`src/rtl/dnn_argmax_fp16_pkg.sv`:
```
// Shared types, constants and the FP16 ordering key
// used by the argmax classifier.
package dnn_argmax_pkg;

    typedef enum logic [1:0] {
        IDLE,
        SCAN,
        DONE
    } state_e;

    localparam logic [15:0] FP16_NEG_ZERO = 16'h8000;
    localparam logic [4:0]  FP16_EXP_MAX  = 5'h1F;
    localparam int          CLASS_IDX_W   = 4;

    // Monotonic unsigned key: NaN lowest, -0 folded onto +0,
    // negatives inverted, non-negatives get the top bit set.
    function automatic logic [15:0] fp16_order_key(input logic [15:0] x);
        logic [15:0] v;
        v = (x == FP16_NEG_ZERO) ? 16'h0000 : x;
        if (v[14:10] == FP16_EXP_MAX && v[9:0] != 10'h000)
            return 16'h0000;
        else if (v[15])
            return ~v;
        else
            return v | 16'h8000;
    endfunction

endpackage

```
`src/rtl/dnn_argmax_fp16_if.sv`:
```
// Logit input and classification result bundle
// between the output layer and the argmax stage.
interface dnn_argmax_fp16_if #(
    parameter int NUM_CLASSES = 10
);
    logic        in_valid;
    logic [15:0] in_data [NUM_CLASSES-1:0];
    logic        busy;
    logic        done;
    logic        class_valid;
    logic [3:0]  class_idx;
    logic [15:0] max_val;

    modport master (
        output in_valid, in_data,
        input  busy, done, class_valid, class_idx, max_val
    );

    modport slave (
        input  in_valid, in_data,
        output busy, done, class_valid, class_idx, max_val
    );
endinterface

```
`src/rtl/dnn_argmax_fp16_cmp.sv`:
```
// Single FP16 "candidate beats current best" comparator,
// strict so earlier indices keep ties.
module fp16_max_cmp
    import dnn_argmax_pkg::*;
(
    input  logic [15:0] cand,
    input  logic [15:0] best_key,
    output logic        gt,
    output logic [15:0] cand_key
);
    assign cand_key = fp16_order_key(cand);
    assign gt       = cand_key > best_key;
endmodule

```
`src/rtl/dnn_argmax_fp16.sv`:
```
// Sequential FP16 argmax over the output-layer logits:
// snapshot on completion edge, one compare per cycle.
module dnn_argmax_fp16
    import dnn_argmax_pkg::*;
#(
    parameter int NUM_CLASSES = 10,
    parameter int DATA_WIDTH  = 16
) (
    input logic              clk,
    input logic              rst,
    dnn_argmax_fp16_if.slave bus
);
    localparam logic [CLASS_IDX_W-1:0] LAST_IDX =
        CLASS_IDX_W'(NUM_CLASSES - 1);

    state_e                  state;
    logic                    in_valid_q;
    logic                    armed;
    logic [DATA_WIDTH-1:0]   snap [NUM_CLASSES-1:0];
    logic [CLASS_IDX_W-1:0]  idx;
    logic [CLASS_IDX_W-1:0]  best_idx;
    logic [15:0]             best_key;
    logic [15:0]             cand_key;
    logic                    gt;
    logic                    capture;
    logic                    finish;
    logic [CLASS_IDX_W-1:0]  fin_idx;
    logic [DATA_WIDTH-1:0]   fin_raw;
    logic [DATA_WIDTH-1:0]   fin_val;

    logic                    busy_q;
    logic                    done_q;
    logic                    class_valid_q;
    logic [CLASS_IDX_W-1:0]  class_idx_q;
    logic [DATA_WIDTH-1:0]   max_val_q;

    assign capture = (state == IDLE) && bus.in_valid
                     && !in_valid_q && armed;
    assign finish  = (state == SCAN) && (idx == LAST_IDX);
    assign fin_idx = gt ? idx : best_idx;
    assign fin_raw = snap[fin_idx];
    assign fin_val = (fin_raw == FP16_NEG_ZERO) ? '0 : fin_raw;

    fp16_max_cmp u_cmp (
        .cand     (snap[idx]),
        .best_key (best_key),
        .gt       (gt),
        .cand_key (cand_key)
    );

    // Edge detect; armed blocks a level held high across reset
    // from counting as a fresh completion edge.
    always_ff @(posedge clk) begin
        if (!rst) begin
            in_valid_q <= 1'b0;
            armed      <= !bus.in_valid;
        end else begin
            in_valid_q <= bus.in_valid;
            if (!bus.in_valid)
                armed <= 1'b1;
        end
    end

    // Scan FSM: snapshot, walk the index, track the running best.
    always_ff @(posedge clk) begin
        if (!rst) begin
            state    <= IDLE;
            idx      <= '0;
            best_idx <= '0;
            best_key <= '0;
            for (int i = 0; i < NUM_CLASSES; i++)
                snap[i] <= '0;
        end else begin
            unique case (state)
                IDLE: if (capture) begin
                    snap     <= bus.in_data;
                    best_idx <= '0;
                    best_key <= fp16_order_key(bus.in_data[0]);
                    idx      <= CLASS_IDX_W'(1);
                    state    <= SCAN;
                end
                SCAN: begin
                    if (gt) begin
                        best_idx <= idx;
                        best_key <= cand_key;
                    end
                    idx <= idx + 1'b1;
                    if (idx == LAST_IDX)
                        state <= DONE;
                end
                DONE: state <= IDLE;
                default: state <= IDLE;
            endcase
        end
    end

    // Result registers, visible together with the done pulse.
    always_ff @(posedge clk) begin
        if (!rst) begin
            busy_q        <= 1'b0;
            done_q        <= 1'b0;
            class_valid_q <= 1'b0;
            class_idx_q   <= '0;
            max_val_q     <= '0;
        end else begin
            done_q <= finish;
            if (capture)
                busy_q <= 1'b1;
            else if (finish)
                busy_q <= 1'b0;
            if (finish) begin
                class_valid_q <= 1'b1;
                class_idx_q   <= fin_idx;
                max_val_q     <= fin_val;
            end
        end
    end

    assign bus.busy        = busy_q;
    assign bus.done        = done_q;
    assign bus.class_valid = class_valid_q;
    assign bus.class_idx   = class_idx_q;
    assign bus.max_val     = max_val_q;

endmodule

```
`src/flat_wrapper.sv`:
```
// flat-port wrapper written by rule: the top's interface ports become plain ports
module dnn_argmax_fp16_flat import dnn_argmax_pkg::*;
#(
    parameter int NUM_CLASSES = 10,
    parameter int DATA_WIDTH  = 16
)
  (clk, rst, bus_in_valid, bus_in_data, bus_busy, bus_done, bus_class_valid, bus_class_idx, bus_max_val);
  dnn_argmax_fp16_if #(.NUM_CLASSES(NUM_CLASSES)) bus_i ();
  input logic clk;
  input logic rst;
  input wire logic [$bits(bus_i.in_valid)-1:0] bus_in_valid;
  input wire logic [$bits(bus_i.in_data)-1:0] bus_in_data;
  output wire logic [$bits(bus_i.busy)-1:0] bus_busy;
  output wire logic [$bits(bus_i.done)-1:0] bus_done;
  output wire logic [$bits(bus_i.class_valid)-1:0] bus_class_valid;
  output wire logic [$bits(bus_i.class_idx)-1:0] bus_class_idx;
  output wire logic [$bits(bus_i.max_val)-1:0] bus_max_val;
  assign bus_i.in_valid = bus_in_valid;
  assign bus_i.in_data = {>>{bus_in_data}};
  assign bus_busy = bus_i.busy;
  assign bus_done = bus_i.done;
  assign bus_class_valid = bus_i.class_valid;
  assign bus_class_idx = bus_i.class_idx;
  assign bus_max_val = bus_i.max_val;
  dnn_argmax_fp16 #(.NUM_CLASSES(NUM_CLASSES), .DATA_WIDTH(DATA_WIDTH)) u_core (.clk(clk), .rst(rst), .bus(bus_i));
endmodule
```
`config.mk`:
```
export PLATFORM = sky130hd
export DESIGN_NAME = dnn_argmax_fp16_flat
export DESIGN_NICKNAME = d
export VERILOG_FILES = /design/src/rtl/dnn_argmax_fp16_pkg.sv /design/src/rtl/dnn_argmax_fp16_if.sv /design/src/rtl/dnn_argmax_fp16_cmp.sv /design/src/rtl/dnn_argmax_fp16.sv /design/src/flat_wrapper.sv
export SDC_FILE = /design/constraint.sdc
export NUM_CORES = 1
export LEC_CHECK = 0
export ABC_AREA = 1
export BUFFER_PORTS_ARGS = -buffer_cell sky130_fd_sc_hd__buf_2
export CAP_MARGIN = 0
export CORE_ASPECT_RATIO = 1.5
export CORE_MARGIN = 2
export CORE_UTILIZATION = 55
export CTS_BUF_LIST = sky130_fd_sc_hd__clkbuf_8 sky130_fd_sc_hd__clkbuf_16
export DETAILED_ROUTE_END_ITERATION = 8
export PLACE_DENSITY = 0.83
export SETUP_SLACK_MARGIN = 0.2
export SYNTH_ARGS = -nofsm -noshare
export SYNTH_HDL_FRONTEND = slang
export SYNTH_SLANG_ARGS = --single-unit
```
`constraint.sdc`:
```
create_clock -name clk -period 11.3 [get_ports clk]
set_clock_uncertainty 0.1 [all_clocks]
set_input_delay 0 -clock clk [delete_from_list [all_inputs] [get_ports clk]]
set_output_delay 0 -clock clk [all_outputs]
set_load 0.1 [all_outputs]
```
==> key figures <==
Critical path
  • Critical path type: reg -> reg
  • Arrival time at the worst endpoint: between 7000 and 8000 ps
  • CP required: 11610 ps
  • CP max FO: between 70 and 80
  • Slowest stage cell, crit path: buf_4
  • Setup crit end kind: register
  • Most frequent CP cell: nand2_1
  • Slowest stage delay, CP: 630 ps
  • CP Launch Type: register

STA
  • Fin. Hold Viols: 0
  • Relative slew slack: 0.269
  • Worst-Margin Slew: around 1100 ps
  • Minimum clock period: 6970 ps
  • Min Hold Slack: 37.6 ps
  • Fmax: 0.143 GHz
  • Setup WS post-layout: about 4300 ps
  • Setup violations, final: 0
  • Period utilization: 0.617
  • Final slew viol count: 0
  • Final TNS setup: 0 ps
  • RSZ-0062 raised after global routing: no

Yosys
  • Yosys warning count: 0
  • Flops & latches, synth: 211
  • Synthesized Nets: 1936
  • EDFF count, synth: 1
  • Most frequent cell after synthesis: nand2_1
  • Cell taking the most area after synthesis: dfxtp_1
  • Synth area leaders: dfxtp_1, o21ai_0, nand2_1, a21oi_1, nand3_1
  • Synthesized area: 0.0117 mm2
  • Most frequent cells after synthesis: nand2_1, o21ai_0, a21oi_1
  • Post-synthesis sequential area ratio: 0.363
  • Share of synthesized registers carrying an async set or reset: 0
  • Post-Syn Instances: 1755
  • Count of cell types in the netlist: 42
  • Top_reg_cell synth: dfxtp_1
  • Synth Area per Inst: 6.65 um2
  • Synth top area share: 0.360

Clock tree
  • # clock sinks: 211
  • CTS H-tree depth: 1
  • CTS tree: done
  • CTS Buf Count: 22
  • Clock transition at path regs: 70 ps
  • Latest clock arrival within the worst-skew pair: 520 ps
  • CTS root buf: clkbuf_16
  • Clk buf depth: 3
  • Post-cts gate resize count: 0

Final layout
  • Area added between synthesis and finish: 27.4%
  • Final net count: roughly 2.2k
  • Fillcell total: around 1.7k
  • FF/Latch Area: 0.00424 mm2
  • Share of layout cells above drive strength 1: 0.137
  • Area occupied by multi-input gates: 0.00610 mm2

Floorplanning
  • Starting Density: 0.558
  • Row Count: 65
  • # IOs: between 150 and 200
  • Die W: 123 um
  • Die Y: ~180 um
  • DIE AREA: 0.0224 mm2
  • Core area: 0.0209 mm2

Pwr
  • Total power draw: 0.00249 W
  • Leak Pwr: 6.40 nW
  • PD cells: 168 mW/mm2
  • VDD IR max: 0.152 mV

Min path
  • Hold Crit Class: in -> reg

Global routing
  • Gr usage total: 0.388
  • Grt ovf: 0
  • First-pass GRT wire length: 67.7 mm
  • Vias in the first global route: 12.8k
  • Initial antenna violation count: 1
  • Largest net degree at the start of global routing: 120

Routing
  • # DRC: 0
  • DRT iter0 DRCs: 1815
  • WL per Instance: 19.3 um
  • 1st-pass router iterations: 8
  • Drt total wl: 44.5 mm
  • Via/cell ratio: 5.89
  • Routed Antenna Nets: 0
  • Routed vias: 13.5k

Place
  • Placer Congestion: 0.992
  • Setup WS pre-CTS: 4570 ps
  • Dpl hpwl: 28.6 mm
  • Port Buffer Count: 185

Run
  • MaxCap Viol Count: 0

Outcome
  • Status: finished clean
## critical path, delay by kind of cell, from the launching register on
kind,cells,cell delay (ps)
AO/OA/AOI/OAI,1,440
AND/OR/NAND/NOR,27,3650
adder cells (fa/ha/maj),1,290
buffers and inverters,5,1980
flip-flops,1,310
## worst paths after layout
path         depth (start not counted)                             endpoint  slack, ps                           startpoint
max                                 34  u_core.bus.max_val[15]$_SDFFE_PN0P_       4330           u_core.idx[0]$_SDFFE_PN0P_
min                                  3  u_core.bus.class_valid$_SDFFE_PN0P_         40                                  rst
max reg2reg                         34  u_core.bus.max_val[15]$_SDFFE_PN0P_       4330           u_core.idx[0]$_SDFFE_PN0P_
min reg2reg                          2  u_core.bus.class_valid$_SDFFE_PN0P_        340  u_core.bus.class_valid$_SDFFE_PN0P_
## final cells by class
type | count | area share
clock inverters | 16 | 0.0155
well taps | 268 | 0.0226
multi-input cells | 1227 | 0.411
repair buffers | 357 | 0.176
clock buffers | 24 | 0.0396
flip-flops and latches | 211 | 0.285
inverters | 197 | 0.0501
diodes | 1 | 0.000168
## metrics by stage
step | area, um2 | utilization | cells
5_1_grt | 14900 | 0.711 | 2301
3_5_place_dp | 12400 | 0.595 | 2099
2_1_floorplan | 11700 | - | 1755
3_3_place_gp | 12400 | 0.595 | 2099
4_1_cts | 14900 | 0.711 | 2300
6_report | 14900 | 0.711 | 2301
## registers in the layout, indices dropped and copies added, names as in the netlist
register / count
u_core.bus.max_val: 16
u_core.armed: 1
u_core.in_valid_q: 1
u_core.best_idx: 4
u_core.bus.class_idx: 4
u_core.snap: 160
u_core.state: 2
u_core.bus.class_valid: 1
u_core.idx: 4
u_core.bus.done: 1
u_core.bus.busy: 1
u_core.best_key: 16
## layer usage
| layer | GRT usage | vias to the layer above | part of all wire |
|---|---|---|---|
| li1 | - | 6360 | - |
| met3 | 0.0572 | 219 | 0.081 |
| met2 | 0.653 | 802 | 0.48 |
| met1 | 0.452 | 6165 | 0.36 |
| met4 | 0.248 | 0 | 0.077 |
| met5 | 0 | - | 0 |
## what timing repair did
item | 4_1_cts | 5_1_grt
setup buffers | 0 | 0
setup endpoints to repair | 0 | 0
endpoints found under the hold margin | 179 | 0
hold buffers | 161 | 0
## report_power, final
group	switching, W	total, W	leakage, nW	internal, W
Combinational	0.000567	0.000834	4.26	0.000267
Clock	0.000321	0.000817	0.410	0.000495
Sequential	0.0000360	0.000842	1.73	0.000806
## logic make-up (layout without fill, tap and decap cells)
kind of cell               Yosys count  count (layout)  synth area share
AOI/OAI and AO/OA                  555             555             0.247
xor gates and xnor gates             5               5           0.00375
adders and majority gates           18              18            0.0193
buffers and inverters              317             594             0.116
DFF                                211             211             0.363
other                                0               1                 0
and+or+nand+nor                    649             649             0.251
## cell usage in the layout (no fill, tap or decap), types with 3 or more instances in the layout
cell           count
a21oi_1          235
a21oi_2            4
a22o_1             5
a31oi_1           12
buf_2            184
buf_4             12
bufinv_16          5
clkbuf_16         23
clkinv_1           4
clkinv_2           5
clkinv_4           4
dfxtp_1          208
dlygate4sd3_1    161
ha_1              18
inv_1            187
inv_2              6
nand2_1          322
nand2_2            4
nand2_4            6
nand3_1          196
nand4_1            7
nor2_1            88
nor2_2             6
nor3_4             3
nor4_1             6
o211ai_1          10
o21ai_0          266
o21ai_1           14
o21ai_4            3
o22ai_1            3
xnor2_1            4
Note: power is estimated with default switching activity, not from simulation.
